--- src/rtl/bcd_xs3_pkg.sv ---
// +----------------------------------------------------------------------+
// | bcd_xs3_pkg: shared constants and types for the BCD to XS3 sequencer  |
// | Revision: 1.0                                                         |
// +----------------------------------------------------------------------+
`default_nettype none

package bcd_xs3_pkg;

    localparam logic [3:0] XS3_OFFSET  = 4'd3;
    localparam logic [3:0] BCD_MAX     = 4'd9;
    localparam logic [3:0] XS3_INVALID = 4'hF;

    typedef enum logic [1:0] {
        IDLE = 2'd0,
        CONV = 2'd1,
        DONE = 2'd2
    } state_t;

    typedef logic [3:0] digit_t;

endpackage

`default_nettype wire

--- src/rtl/bcd_xs3_digit.sv ---
// +----------------------------------------------------------------------+
// | bcd_xs3_digit: combinational single-digit BCD to excess-3 converter   |
// | Revision: 1.0                                                         |
// +----------------------------------------------------------------------+
`default_nettype none

module bcd_xs3_digit
    import bcd_xs3_pkg::*;
(
    input  digit_t digit,
    output digit_t xs3,
    output logic   err
);

    // Non-BCD codes map to a fixed marker so the result is always defined.
    assign err = (digit > BCD_MAX);
    assign xs3 = err ? XS3_INVALID : digit_t'(digit + XS3_OFFSET);

endmodule

`default_nettype wire

--- src/rtl/bcd_xs3_seq_ctrl.sv ---
// +----------------------------------------------------------------------+
// | bcd_xs3_seq_ctrl: converts a packed BCD word to excess-3, one digit   |
// | per clock, through one shared converter. Revision: 1.0                |
// +----------------------------------------------------------------------+
`default_nettype none

module bcd_xs3_seq_ctrl
    import bcd_xs3_pkg::*;
#(
    parameter int DIGITS = 4
) (
    input  logic                  clk,
    input  logic                  rst_n,
    input  logic                  in_valid,
    output logic                  in_ready,
    input  logic [4*DIGITS-1:0]   in_bcd,
    output logic                  out_valid,
    input  logic                  out_ready,
    output logic [4*DIGITS-1:0]   out_xs3,
    output logic [DIGITS-1:0]     out_err,
    output logic                  out_any_err,
    output logic                  busy
);

    localparam int              IDXW     = (DIGITS > 1) ? $clog2(DIGITS) : 1;
    localparam logic [IDXW-1:0] IDX_LAST = IDXW'(DIGITS - 1);

    state_t                r_state;
    logic [IDXW-1:0]       r_idx;
    logic [4*DIGITS-1:0]   r_word;
    logic [4*DIGITS-1:0]   r_xs3;
    logic [DIGITS-1:0]     r_err;
    logic                  r_any_err;

    digit_t                w_digit;
    digit_t                w_xs3;
    logic                  w_err;

    // The captured word shifts right, so the current digit is always the low nibble.
    assign w_digit = r_word[3:0];

    bcd_xs3_digit u_digit (
        .digit (w_digit),
        .xs3   (w_xs3),
        .err   (w_err)
    );

    always_ff @(posedge clk or negedge rst_n) begin
        if (!rst_n) begin
            r_state   <= IDLE;
            r_idx     <= '0;
            r_word    <= '0;
            r_xs3     <= '0;
            r_err     <= '0;
            r_any_err <= 1'b0;
            in_ready  <= 1'b1;
            out_valid <= 1'b0;
            busy      <= 1'b0;
        end else begin
            case (r_state)
                IDLE: begin
                    if (in_valid) begin
                        r_word    <= in_bcd;
                        r_xs3     <= '0;
                        r_err     <= '0;
                        r_any_err <= 1'b0;
                        r_idx     <= '0;
                        in_ready  <= 1'b0;
                        busy      <= 1'b1;
                        r_state   <= CONV;
                    end
                end
                CONV: begin
                    r_word    <= r_word >> 4;
                    r_any_err <= r_any_err | w_err;
                    for (int i = 0; i < DIGITS; i++) begin
                        if (r_idx == IDXW'(i)) begin
                            r_xs3[4*i +: 4] <= w_xs3;
                            r_err[i]        <= w_err;
                        end
                    end
                    if (r_idx == IDX_LAST) begin
                        r_idx     <= '0;
                        out_valid <= 1'b1;
                        r_state   <= DONE;
                    end else begin
                        r_idx <= r_idx + 1'b1;
                    end
                end
                DONE: begin
                    if (out_ready) begin
                        out_valid <= 1'b0;
                        busy      <= 1'b0;
                        in_ready  <= 1'b1;
                        r_state   <= IDLE;
                    end
                end
                default: begin
                    out_valid <= 1'b0;
                    busy      <= 1'b0;
                    in_ready  <= 1'b1;
                    r_state   <= IDLE;
                end
            endcase
        end
    end

    assign out_xs3     = r_xs3;
    assign out_err     = r_err;
    assign out_any_err = r_any_err;

endmodule

`default_nettype wire

--- config.mk ---
export PLATFORM = sky130hd
export DESIGN_NAME = bcd_xs3_seq_ctrl
export DESIGN_NICKNAME = d
export VERILOG_FILES = /design/src/rtl/bcd_xs3_pkg.sv /design/src/rtl/bcd_xs3_digit.sv /design/src/rtl/bcd_xs3_seq_ctrl.sv
export SDC_FILE = /design/constraint.sdc
export NUM_CORES = 1
export LEC_CHECK = 0
export ABC_AREA = 1
export CAP_MARGIN = 20
export CORE_MARGIN = 2
export CORE_UTILIZATION = 50
export DETAILED_ROUTE_END_ITERATION = 6
export GPL_TIMING_DRIVEN = 0
export PLACE_DENSITY = 0.81
export SYNTH_ARGS = -nofsm -noshare
export SYNTH_HDL_FRONTEND = slang
export SYNTH_HIERARCHICAL = 1
export SYNTH_SLANG_ARGS = --single-unit
--- constraint.sdc ---
create_clock -name clk -period 1.85 [get_ports clk]
set_input_delay 0.37 -clock clk [delete_from_list [all_inputs] [get_ports clk]]
set_output_delay 0.37 -clock clk [all_outputs]
set_load 0.01 [all_outputs]
==> results_dict.tcl <==
set metrics [dict create \
    yosys_warnings 6 \
    yosysSeqAreaShare 0.541 \
    r2r_setup_slack_ps 240 \
    cp-start-kind "register" \
    vias_per_cell 4.77 \
    post_cts_resize_count 0 \
    leakagePower_nw 1.37 \
    cp.buffers_inverters 1 \
    synthCells 242 \
    crit_required_ps 1480 \
    final-max-slew-violation-count 0 \
    ctsHoldBuffers 0 \
    cp_top_family "flip-flops" \
    ir_worst_vdd_uv 820 \
    gp_congestion 0.796 \
    ys_types 24 \
    drv_cap 0 \
    grt_first_pass_wirelength_um 6760 \
    antenna_left 0 \
    worst-slew-pin-transition_ps 440 \
    cts_tree "yes" \
    post_synth_top_area_share 0.528 \
    min-delay-path-class "input port to asynchronous set/reset pin" \
    worstPathCellList "clkdlybuf4s50_1" \
    finalCriticalPeriod_ps 1720 \
    synth.ff_latch_count 44 \
    final_layout_setup_total_negative_slack_ps 0 \
    design.final.nets 319 \
    outcome "completed" \
    floorplan.core_area_mm2 0.00397 \
    drt_pre_antenna_iters 4 \
    cts_post_setup_buffers_inserted 0 \
    finalCritPeriodShare 0.928 \
    synth.top_cells.by_area "sky130_fd_sc_hd__dfrtp_1 53%, sky130_fd_sc_hd__nand2_1 22%, sky130_fd_sc_hd__nand3_1 4.4%" \
    cp_num_cells 1 \
    die_area_mm2 0.00460 \
    antenna_found_initial 0 \
    die_span_x_um 67.8 \
    post_synthesis_net_count 268 \
    critPathArrivalTime_ps 1350 \
    io_pins 44 \
    design_power_total_mw 4.37 \
    layout.cells.most_common_list "122 x sky130_fd_sc_hd__nand2_1, 43 x sky130_fd_sc_hd__dfrtp_1, 42 x sky130_fd_sc_hd__clkdlybuf4s50_1, 18 x sky130_fd_sc_hd__inv_1, 18 x sky130_fd_sc_hd__nand3_1" \
    cts.root.buffer_cell "sky130_fd_sc_hd__clkbuf_8" \
    post_route_cells_drive_above_1_share 0.0918 \
    number_of_global_route_vias_before_repair 1578 \
    yosysTopAreaCell "sky130_fd_sc_hd__dfrtp_1" \
    layout-area-overhead-vs-synth_pct 29.3 \
    post_synth.cell_area_avg_um2 8.42 \
    ff2ff_path_depth 9 \
    detail_route.drc_violations 0 \
    dp_hpwl_um 2930 \
    post_layout_nonfiller_instances 344 \
    final-hold-violation-count 0 \
    synth_area_mm2 0.00204 \
    drt_first_iter_violations 74 \
    chipHeight_um 67.8 \
    gr-total-overflow 0 \
    numPortBuffers 43 \
    place_inst 336 \
    setup_repair_after_global_routing_missed_its_margin "no" \
    final_core_utilization 0.664 \
    skew_ps 7.06 \
    detail_route.wirelength_um 3860 \
    critPathSlowestCell "sky130_fd_sc_hd__dfstp_2" \
    htreeDepth 2 \
    largest_net_degree_at_the_start_of_global_routing 28 \
    critical_path_s_largest_stage_delay_ps 540 \
    cell_rows 23 \
    clk_transition_reported_paths_ps 80 \
    grt_use_total 0.198 \
    n_antenna_cell 0 \
    detailroute.via_count 1640 \
    timing.final.setup_violations 0 \
    cts_buffer_count 5 \
    slew_headroom 0.705 \
    crit_end_category "output pin" \
    routed_wire_per_std_cell_um 11.2 \
    clock_tree.buffer_depth 2 \
    fmax_mhz 582 \
    clkLatencyLatePin_ps 290 \
    crit_type "register to output pin" \
    crit_path_max_fanout 2 \
    cts_num_sinks 44 \
    power.density_mw_per_mm2 1660 \
    most_common_library_cell_in_the_layout_ignoring_fill_and_taps "sky130_fd_sc_hd__nand2_1" \
    initial_utilization 0.513 \
]
-- final cells by class --
class / count / area [µm²]
Buffer: 5 / 52.6
Fill cell: 332 / 1340
Sequential cell: 44 / 1100
Clock buffer: 8 / 90.1
Inverter: 20 / 77.6
Timing Repair Buffer: 44 / 445
Multi-Input combinational cell: 173 / 806
Tap cell: 50 / 62.6
-- sequential cells by signal, summed over array words and instances, names as in the netlist --
name	flops
out_xs3	16
r_state	2
r_word	16
busy	1
out_any_err	1
out_err	4
r_idx	2
in_ready	1
out_valid	1
-- report_power, final --
| group | internal [mW] | switching, mW |
|---|---|---|
| logic | 0.949 | 1.21 |
| clock network | 0.305 | 0.297 |
| registers | 1.37 | 0.241 |
-- routing by layer --
metal,part of all wire,global-route usage
met5,0,0
met4,0.015,0.0625
met3,0.037,0.0461
met2,0.49,0.333
met1,0.46,0.255
-- path summary, 6_finish.rpt --
check                            from         end
min in group clk           out_xs3[9]  out_xs3[9]
max reg2reg                 r_word[0]  out_err[2]
max                          in_ready    in_ready
max in group asynchronous       rst_n    in_ready
min                             rst_n  out_err[0]
min reg2reg                out_xs3[9]  out_xs3[9]
-- cells in the mapped netlist (all sizes together) --
master	count
a21oi	4
buf	5
dfrtp	43
dfstp	1
ha	6
inv	20
nand2	128
nand3	18
nor2	9
o21a	1
o21ai	5
o21bai	1
o31ai	1
-- metrics by stage --
step | worst slack (ps) | hold WS [ps] | instance area, µm²
2_1_floorplan | 523 | 74.4 | 2040
3_3_place_gp | -687 | 453 | 2530
3_5_place_dp | 260 | 327 | 2550
4_1_cts | 116 | 11.1 | 2640
5_1_grt | 83.5 | 32.4 | 2640
6_report | 132 | 2.41 | 2640
-- cell families after synthesis --
| kind of cell | count (synthesis) | synth area share |
|---|---|---|
| DFF | 44 | 0.541 |
| adders and majority gates | 6 | 0.0368 |
| AOI/OAI and AO/OA | 12 | 0.0424 |
| buffers and inverters | 25 | 0.0638 |
| and+or+nand+nor | 155 | 0.316 |
No activity file was read; power rests on OpenSTA's default activity.
